`src/rtl/bcd_to_binary.sv`:
```
// Sequential BCD-to-binary converter using reverse double-dabble, one shift per clock.
// A start/busy/done handshake sequences conversions; invalid digits finish at once with err set.
module bcd_to_binary #(
   parameter int DIGITS = 2,
   parameter int BIN_W  = 7
) (
   input  logic                  CLOCK_50,
   input  logic                  RESETN,
   input  logic                  start,
   input  logic [4*DIGITS-1:0]   bcd_in,
   output logic                  busy,
   output logic                  done,
   output logic [BIN_W-1:0]      bin_out,
   output logic                  err,
   output logic [1:0]            dbg_state
);

   localparam int BCD_W = 4 * DIGITS;
   localparam int W_W   = 2 * BCD_W;
   localparam int ITER  = BCD_W;
   localparam int CNT_W = $clog2(ITER + 1);

   typedef enum logic [1:0] {
      IDLE  = 2'd0,
      SHIFT = 2'd1,
      DONE  = 2'd2
   } state_t;

   // Handshake: start is taken only while busy=0; done pulses for one cycle and
   // bin_out/err are valid from that cycle until the next done pulse.
   state_t             state_q, state_d;
   logic [W_W-1:0]     w_q, w_d;
   logic [CNT_W-1:0]   cnt_q, cnt_d;
   logic [BIN_W-1:0]   bin_q, bin_d;
   logic               err_q, err_d;
   logic               busy_q, busy_d;
   logic               done_q, done_d;
   logic               in_bad;
   logic [W_W-1:0]     w_shift;

   always_comb begin
      in_bad = 1'b0;
      for (int i = 0; i < DIGITS; i++) begin
         if (bcd_in[4*i +: 4] > 4'd9) in_bad = 1'b1;
      end
   end

   // Shift right, then pull every BCD digit that reached 8 or more back down by 3.
   always_comb begin
      w_shift = w_q >> 1;
      for (int i = 0; i < DIGITS; i++) begin
         if (w_shift[BCD_W + 4*i +: 4] >= 4'd8)
            w_shift[BCD_W + 4*i +: 4] = w_shift[BCD_W + 4*i +: 4] - 4'd3;
      end
   end

   always_comb begin
      state_d = state_q;
      w_d     = w_q;
      cnt_d   = cnt_q;
      bin_d   = bin_q;
      err_d   = err_q;
      case (state_q)
         IDLE: begin
            if (start) begin
               if (in_bad) begin
                  bin_d   = '0;
                  err_d   = 1'b1;
                  state_d = DONE;
               end else begin
                  w_d     = {bcd_in, {BCD_W{1'b0}}};
                  cnt_d   = '0;
                  state_d = SHIFT;
               end
            end
         end
         SHIFT: begin
            w_d   = w_shift;
            cnt_d = cnt_q + 1'b1;
            if (cnt_q == CNT_W'(ITER - 1)) begin
               bin_d   = w_shift[BIN_W-1:0];
               err_d   = 1'b0;
               state_d = DONE;
            end
         end
         DONE: begin
            state_d = IDLE;
         end
         default: begin
            state_d = IDLE;
         end
      endcase
      busy_d = (state_d != IDLE);
      done_d = (state_d == DONE);
   end

   always_ff @(posedge CLOCK_50) begin
      if (!RESETN) begin
         state_q <= IDLE;
         w_q     <= '0;
         cnt_q   <= '0;
         bin_q   <= '0;
         err_q   <= 1'b0;
         busy_q  <= 1'b0;
         done_q  <= 1'b0;
      end else begin
         state_q <= state_d;
         w_q     <= w_d;
         cnt_q   <= cnt_d;
         bin_q   <= bin_d;
         err_q   <= err_d;
         busy_q  <= busy_d;
         done_q  <= done_d;
      end
   end

   assign busy      = busy_q;
   assign done      = done_q;
   assign bin_out   = bin_q;
   assign err       = err_q;
   assign dbg_state = state_q;

endmodule

```
`config.mk`:
```
export PLATFORM = sky130hd
export DESIGN_NAME = bcd_to_binary
export DESIGN_NICKNAME = d
export VERILOG_FILES = /design/src/rtl/bcd_to_binary.sv
export SDC_FILE = /design/constraint.sdc
export NUM_CORES = 1
export LEC_CHECK = 0
export BUFFER_PORTS_ARGS = -buffer_cell sky130_fd_sc_hd__buf_2
export CORE_UTILIZATION = 54
export CTS_CLUSTER_DIAMETER = 200
export DETAILED_ROUTE_END_ITERATION = 8
export PLACE_DENSITY = 0.77
export SLEW_MARGIN = 20
export SYNTH_ARGS = -nofsm -noshare
export SYNTH_HDL_FRONTEND = slang
export SYNTH_SLANG_ARGS = --single-unit
```
`constraint.sdc`:
```
create_clock -name CLOCK_50 -period 1.36 [get_ports CLOCK_50]
set_input_delay 0.272 -clock CLOCK_50 [delete_from_list [all_inputs] [get_ports CLOCK_50]]
set_output_delay 0.272 -clock CLOCK_50 [all_outputs]
set_load 0.01 [all_outputs]
```
### Word-level counts from Yosys, hierarchy flattened

Cells that the tools add are included.

| operators by class | value |
|---|---|
| $lt $le $gt $ge | 4 |
| reduce and logical (&&, ||, !) cells | 5 |
| multiplexer cells | 22 |
| $add $sub $neg | 3 |
| equality and inequality tests | 7 |

Operators with widths:

| operator | number |
|---|---|
| $mux 16 | 2 |
| $pmux 16 s2 | 1 |
| $mux 7 | 3 |
| $mux 4 | 4 |
| $pmux 7 s2 | 1 |
| $gt 4x4->1 const B | 2 |
| $ne 2x2->1 const B | 4 |
| $pmux 4 s2 | 1 |
| $mux 2 | 3 |
| $mux 1 | 5 |
| $add 4x1->4 const B | 1 |
| $eq 4x3->1 const B | 1 |
| $ge 3x4->1 const B | 1 |
| $ge 4x4->1 const B | 1 |
| $pmux 2 s2 | 1 |
| $reduce_and 4->1 | 1 |
| $reduce_bool 2->1 | 2 |
| $sub 3x2->4 const B | 1 |
| $sub 4x2->4 const B | 1 |
| $reduce_and 3->1 | 1 |
| $eq 2x1->1 const B | 1 |
| $eq 2x2->1 const B | 1 |
| $logic_not 2->1 | 1 |
| $pmux 1 s2 | 1 |

| word-level totals | value |
|---|---|
| word-level logic and storage cells | 48 |
| flip-flop bits (word level) | 32 |
| bits of input ports | 11 |
| output and inout bits | 12 |

### Depth between registers and ports, before layout

Gate-level depths: netlist of run 1.

| depth | value |
|---|---|
| depth in word-level cells | 7 |
| mapped depth | 6 |
| mapped depth without buffers | 6 |

### Worst setup path before layout of run 1

OpenSTA, ideal clock, no wires.

| timing | value |
|---|---|
| path type | reg2reg |
| start | register state_q[0], in the netlist dbg_state[0] |
| end | register w_q[9] |
| data arrival time | 1.156 ns |
| library setup time | 0.127 ns |
| period minus slack after synthesis | 1.283 ns |
| path buffers | 2 |
| slack | 0.077 ns |
| stages on the path, launching flop included | 7 |
| cells stage by stage | dfxtp_1 > buf_4 > nor2b_4 > buf_2 > o211ai_1 > o2111ai_1 > o31ai_2 |

| between the ends | value |
|---|---|
| longest elaborated chain between the ends | 3 |

RTL lines:

| item | RTL line | text |
|---|---|---|
| start, declared | 31 | `state_t state_q, state_d;` |
| start signal, assigned | 107 | `state_q <= state_d;` |
| $eq 2x1->1 or $logic_not 2->1 (tied branches) | 63 | `case (state_q)` |
| $reduce_bool 2->1 (no source line) or $ne 2x2->1 (tied branches) | - |  |
| $reduce_and 3->1 (no source line) | - |  |
| end signal, assigned | 108 | `w_q <= w_d;` |
| end, declared | 32 | `logic [W_W-1:0] w_q, w_d;` |

Several ways; a longest one is shown, not always the timed one.
A chain may end at the register's enable or synchronous reset.

### Worst setup path in the final report of run 1

| timing | value |
|---|---|
| start | register cnt_q[1] |
| end | register bin_q[6], in the netlist bin_out[6] |

| between the ends | value |
|---|---|
| longest elaborated chain between the ends | 3 |

RTL lines:

| item | RTL line | text |
|---|---|---|
| start, declared | 33 | `logic [CNT_W-1:0] cnt_q, cnt_d;` |
| start signal, assigned | 109 | `cnt_q <= cnt_d;` |
| $eq 4x3->1 | 80 | `if (cnt_q == CNT_W'(ITER - 1)) begin` |
| $ne 2x2->1 (no source line) | - |  |
| $reduce_and 4->1 (no source line) | - |  |
| end signal, assigned | 110 | `bin_q <= bin_d;` |
| end, declared | 34 | `logic [BIN_W-1:0] bin_q, bin_d;` |

No other way between the ends.

==> results.cfg, run 1 <==
[status]
run_status = complete, no violations

[synthesis]
synthArstFlopShare_pct = 0
syn_inst = 153
synth.avg_cell_area_sq_um = 9.22
post_synth_instance_area_sq_mm = 0.00141
synth_top_flop_cell = sky130_fd_sc_hd__dfxtp_1
synth_edf_count = 0
synth.lib_cells_used.distinct = 40
synth_nets = 167
synth-warning-count = 0
synth-seq-area-share_pct = 44.0
ys_ff_latch = 31

[final_layout]
post_synthesis_to_final_layout_area_growth_pct = 19.7
finalInstanceArea_sq_mm = 0.00169
diodes = 0
leading_cell_type_in_the_layout_fill_and_taps_excluded = sky130_fd_sc_hd__dfxtp_1
post_route_cells_drive_above_1_share_pct = 35.4
fillerInstances = 211
num-nets-final = 194
final_cell_mix = sky130_fd_sc_hd__dfxtp_1, sky130_fd_sc_hd__buf_2, sky130_fd_sc_hd__nand2_1, sky130_fd_sc_hd__buf_4

[grt]
grt_pass1_vias = 1212
groute.usage.overall_pct = 27.2
pin_count_of_the_biggest_net_entering_global_routing = 17
initial_antenna_violation_count = 0
global_route_wire_length_before_repair_microns = 5430
grt_overflow_total = 0

[sta]
setup_violations = 0
timing.setup.tns_ns = 0
final_period_minus_worst_setup_slack_ns = 1.31
finClkSkew_ns = 0.00802
max_slew_margin_pct = 74.7
post-route-worst-setup-slack_ns = 0.0464
timing_worst_slew_pin_value_ns = 0.379
hold_violations = 0
highest_clock_frequency_the_design_can_meet_ghz = 0.761
final.period_utilization_pct = 96.6
grt_setup_unrepaired = no
slew_viol_final = 0
fin_hold_ws_ns = 0.226

[cts]
cts_max_level = 2
clkTransAtPathRegs_ns = 0.10
clkSinkCount = 31
clkLatencyLatePin_ns = 0.32
ctsLongestPathBuffers = 2
clock_tree_root_driver_cell = sky130_fd_sc_hd__clkbuf_4
post_cts_hold_buffer_count = 0
tritoncts = done
inserted_clock_buffers = 5

[critical_path]
worst-endpoint-arrival_ns = 1.52
max_stage_delay_ns = 0.34
path_buf_inv = 1
cp_cell_sequence = ha_2 > and3b_2 > buf_4 > a32oi_2 > a21oi_1
timing.rr.start = cnt_q[1]
worstSetupPathType = reg -> reg
timing.critical_path.to_type = flip-flop
worst_r2r_endpoint = bin_out[6]
cp.required_ns = 1.57
cpMaxStageDelayCell = sky130_fd_sc_hd__dfxtp_2
worst-r2r-setup-slack_ns = 0.05
critical_path.startpoint_type = flip-flop
worstRegToRegCells = 5
critical_path.max_fanout = 4
dominant_delay_contributor_by_cell_family_on_the_critical_path = flip-flops

[flow_run]
max-cap-violations = 0

[floorplan]
ioPinCount = 23
die_h_microns = 53.1
rows = 18
initial_utilization_pct = 57.0
chipWidth_microns = 53.1
die-area_sq_mm = 0.00282
design.core.area_sq_mm = 0.00248

[power_and_ir_drop]
ir_worst_vdd_mv = 0.868
power.static_leakage_uw = 0.000689
power.density_cell_area_mw_per_mm2 = 1100

[routing]
routed_wirelength_microns = 3370
drt_first_pass_iters = 4
post-route-drc-count = 0
drt_first_iter_violations = 40
antenna_violating_nets_post_route = 0
avgRoutedWirePerCell_microns = 16.0
route.vias.total = 1283
vias_per_cell = 6.08

[place]
detailedPlace.worstSlack_ns = -0.00806
gp_routability_congestion = 0.763
numPortBuffers = 22
detailedPlacementHpwl_microns = 2350
placed_area_sq_mm = 0.00156

[min_path]
hold_path.startpoint = start
worst_hold_path.endpoint = busy
min-delay-path-class = in -> reg
timing.hold.worst_path_depth = 3
[per-stage QoR]
stage	power [uW]	std cells	utilization (%)
6_report	1860	211	68.2
5_1_grt	1960	211	68.2
4_1_cts	1870	211	66.3
3_5_place_dp	1260	202	63.1
3_3_place_gp	1250	202	63.1
2_1_floorplan	1190	153	-
[state kept, by name, indices dropped and copies added, names as in the netlist]
name / flops
w_q: 15
cnt_q: 4
busy: 1
err: 1
bin_out: 7
done: 1
dbg_state: 2
[cell usage after synthesis (all sizes together), types with 2 or more instances]
master | n | area, sq um
nand3 | 10 | 50.1
nor2b | 2 | 22.5
dfxtp | 31 | 621
xnor2 | 2 | 17.5
a211oi | 3 | 22.5
nand3b | 2 | 15.0
o2111ai | 2 | 17.5
nand2b | 3 | 18.8
a32oi | 7 | 61.3
a21oi | 10 | 50.1
o21ai | 7 | 42.5
a311oi | 5 | 68.8
ha | 3 | 37.5
nor2 | 6 | 25.0
o22ai | 7 | 43.8
nor3 | 2 | 10.0
a31o | 2 | 26.3
clkbuf | 2 | 7.51
inv | 5 | 18.8
buf | 12 | 71.3
nand2 | 20 | 77.6
[cell families after synthesis]
group | after synthesis | synth area share, %
AND/OR/NAND/NOR | 47 | 16.6
AO/OA/AOI/OAI | 51 | 28.6
buffers and inverters | 19 | 6.91
XOR/XNOR | 2 | 1.24
flip-flops | 31 | 44.0
adder cells (fa/ha/maj) | 3 | 2.66
[worst max path at each step]
| stage | start | end | slack (ns) | depth (start not counted) |
|---|---|---|---|---|
| 2_1_floorplan | dbg_state[0] | w_q[9] | 0.08 | 6 |
| 3_3_place_gp | cnt_q[0] | bin_out[6] | 0.07 | 5 |
| 3_5_place_dp | cnt_q[0] | bin_out[6] | -0.008 | 5 |
| 4_1_cts | cnt_q[1] | bin_out[6] | 0.0003 | 5 |
| 5_1_grt | cnt_q[0] | dbg_state[0] | 0.004 | 5 |
| 6_report | cnt_q[1] | bin_out[6] | 0.05 | 5 |
[repair_timing]
action / in CTS / in global routing
hold endpoints to repair: 0 / 0
buffers inserted: 1 / 0
pin swaps: 0 / 2
gates resized for setup: 3 / 10
endpoints found under the setup margin: 8 / 10
[cell type report]
class / count / area [sq um] / area share, %
inverters: 5 / 18.8 / 1.11
repair buffers: 34 / 204 / 12.1
clock buffers: 8 / 68.8 / 4.07
well taps: 30 / 37.5 / 2.22
flip-flops and latches: 31 / 628 / 37.2
multi-input cells: 103 / 732 / 43.3
[worst min-delay path, delay by kind of cell]
family	cells	cell delay (ns)
simple gates	2	0.13
buf+inv	1	0.11
[power breakdown]
| group | total, uW | switching [uW] | internal, uW |
|---|---|---|---|
| Clock | 610 | 306 | 304 |
| Combinational | 276 | 164 | 113 |
| Sequential | 975 | 31.3 | 944 |
| Total | 1860 | 501 | 1360 |
[layer usage]
layer  share of wire, %  GRT usage (%)  routed length, microns  up-vias
met1                 41           31.7                    1400      625
met5                  0              0                       0        -
met2                 53           46.6                    1780       30
met4                1.2           8.33                      42        0
li1                   -              -                       -      621
met3                4.5           8.91                     152        7
No activity file was read; power rests on OpenSTA's default activity.
==> run 2, diff against run 1 <==
Settings changed: BUFFER_PORTS_ARGS -buffer_cell sky130_fd_sc_hd__buf_2 to unset, CORE_UTILIZATION 54 to 60, DONT_BUFFER_PORTS set to 1, PLACE_DENSITY 0.77 to 0.76.
==> results.cfg, run 2 (synthesis results as in run 1) <==
[routing]
highest_layer = met4
drt_first_iter_violations = 56
avgRoutedWirePerCell_microns = 17.2
route.vias.total = 1193
vias_per_cell = 6.52
routedLengthMet1_microns = 1390
routed-wl-met2_microns = 1450
wl_met3_microns = 271
post-route-drc-count = 0
routed_wirelength_microns = 3150
drt_first_pass_iters = 4
antenna_violating_nets_post_route = 0

[floorplan]
rows = 17
design.core.area_sq_mm = 0.00221
chipWidth_microns = 50.5
die_h_microns = 50.5
ioPinCount = 23
initial_utilization_pct = 63.8
die-area_sq_mm = 0.00255

[power_and_ir_drop]
power.density_cell_area_mw_per_mm2 = 1270
share_comb_of_total_power_pct = 12.2
power_report.internal_total_uw = 1470
power_switching_uw = 492
share_seq_of_total_power_pct = 49.9
ir_worst_vdd_mv = 1.22
p_clk_share_pct = 37.9
power.static_leakage_uw = 0.000539
power.share.switching_pct = 25.0

[sta]
grt_setup_unrepaired = no
highest_clock_frequency_the_design_can_meet_ghz = 0.767
hold_violations = 0
final.period_utilization_pct = 95.9
timing.setup.tns_ns = 0
timing_worst_slew_pin_value_ns = 0.358
post-route-worst-setup-slack_ns = 0.0563
setup_violations = 0
max_slew_margin_pct = 76.1
final_period_minus_worst_setup_slack_ns = 1.30
slew_viol_final = 0
finClkSkew_ns = 0.00615

[critical_path]
cp.required_ns = 1.58
critical_path.startpoint_type = flip-flop
worstSetupPathType = reg -> reg
critical_path.max_fanout = 9
worst-endpoint-arrival_ns = 1.52
timing.critical_path.to_type = flip-flop
cpMaxStageDelayCell = sky130_fd_sc_hd__dfxtp_2
max_stage_delay_ns = 0.35
cp_cell_sequence = ha_2 > and3b_1 > buf_4 > a32oi_1 > a21oi_1

[cts]
clkTransAtPathRegs_ns = 0.10
ctsLongestPathBuffers = 2
clkSinkCount = 31
cts_max_level = 2
inserted_clock_buffers = 5
post_cts_hold_buffer_count = 0
clock_tree_root_driver_cell = sky130_fd_sc_hd__clkbuf_4
clkLatencyLatePin_ns = 0.32
tritoncts = done

[grt]
initial_antenna_violation_count = 0
grt_pass1_vias = 1070
groute.usage.overall_pct = 26.1
grt_overflow_total = 0
pin_count_of_the_biggest_net_entering_global_routing = 21
global_route_wire_length_before_repair_microns = 4910

[place]
detailedPlace.worstSlack_ns = 0.0265
gp_routability_congestion = 0.807
dp_cells = 174
placed_area_sq_mm = 0.00142
numPortBuffers = 0
detailedPlacementHpwl_microns = 2020

[final_layout]
seqCellArea_sq_um = 626
post_route_cells_drive_above_1_share_pct = 23.2
num-nets-final = 168
fin_cells = 183
leading_cell_type_in_the_layout_fill_and_taps_excluded = sky130_fd_sc_hd__dfxtp_1
diodes = 0
final_cell_mix = sky130_fd_sc_hd__dfxtp_1, sky130_fd_sc_hd__nand2_1, sky130_fd_sc_hd__a21oi_1, sky130_fd_sc_hd__nand3_1, sky130_fd_sc_hd__o22ai_1
top_register = w_q
multi_input_area_sq_um = 724
fillerInstances = 184
finalInstanceArea_sq_mm = 0.00155
post_synthesis_to_final_layout_area_growth_pct = 9.84
largest_register_ff_count = 15

[status]
run_status = complete, no violations

[min_path]
min-delay-path-class = in -> reg

[flow_run]
max-cap-violations = 0
==> run 2: final cells by class <==
| class | count | share of cell area [%] |
|---|---|---|
| Tap cell | 28 | 2.26 |
| Inverter | 5 | 1.21 |
| Clock buffer | 6 | 3.31 |
| Sequential cell | 31 | 40.4 |
| Clock inverter | 2 | 2.26 |
| Timing Repair Buffer | 7 | 3.87 |
| Multi-Input combinational cell | 104 | 46.7 |
==> run 2: final timing paths <==
check | from | to | slack [ns] | cells after the start
max | cnt_q[0] | bin_out[6] | 0.06 | 5
min | RESETN | cnt_q[3] | 0.08 | 2
max reg2reg | cnt_q[0] | bin_out[6] | 0.06 | 5
min reg2reg | w_q[15] | w_q[15] | 0.48 | 2
==> run 2: timing repair <==
item	4_1_cts	5_1_grt
setup endpoints to repair	0	18
setup buffers	0	0
resized for setup	0	11
==> run 2: worst max-delay path, delay by kind of cell (launching register included) <==
family                   cells  cell delay (ns)
flip-flops                   1             0.35
buffers and inverters        1             0.17
AO/OA/AOI/OAI                2             0.29
adder cells (fa/ha/maj)      1             0.19
AND/OR/NAND/NOR              1             0.20
==> run 2: routing by layer <==
metal | vias to the layer above | track usage (%)
li1 | 572 | -
met1 | 567 | 34.8
met2 | 49 | 38.7
met3 | 5 | 9.09
met4 | 0 | 9.72
met5 | - | 0
==> run 2: power groups by stage <==
stage          Clock [uW]  Sequential (uW)  Combinational (uW)
3_5_place_dp            0              998                 219
4_1_cts               749              977                 220
3_3_place_gp            0              995                 210
5_1_grt               790              986                 266
2_1_floorplan           0              991                 194
6_report              745              982                 240
==> run 2: stage by stage <==
step	total power, uW	utilization, %	hold slack [ns]
after global placement	1200	64.2	0.416
after global routing	2040	70.1	0.0771
after floorplan	1190	-	0.432
after CTS	1950	68.1	0.0760
final	1970	70.1	0.0834
after detailed placement	1220	64.2	0.425
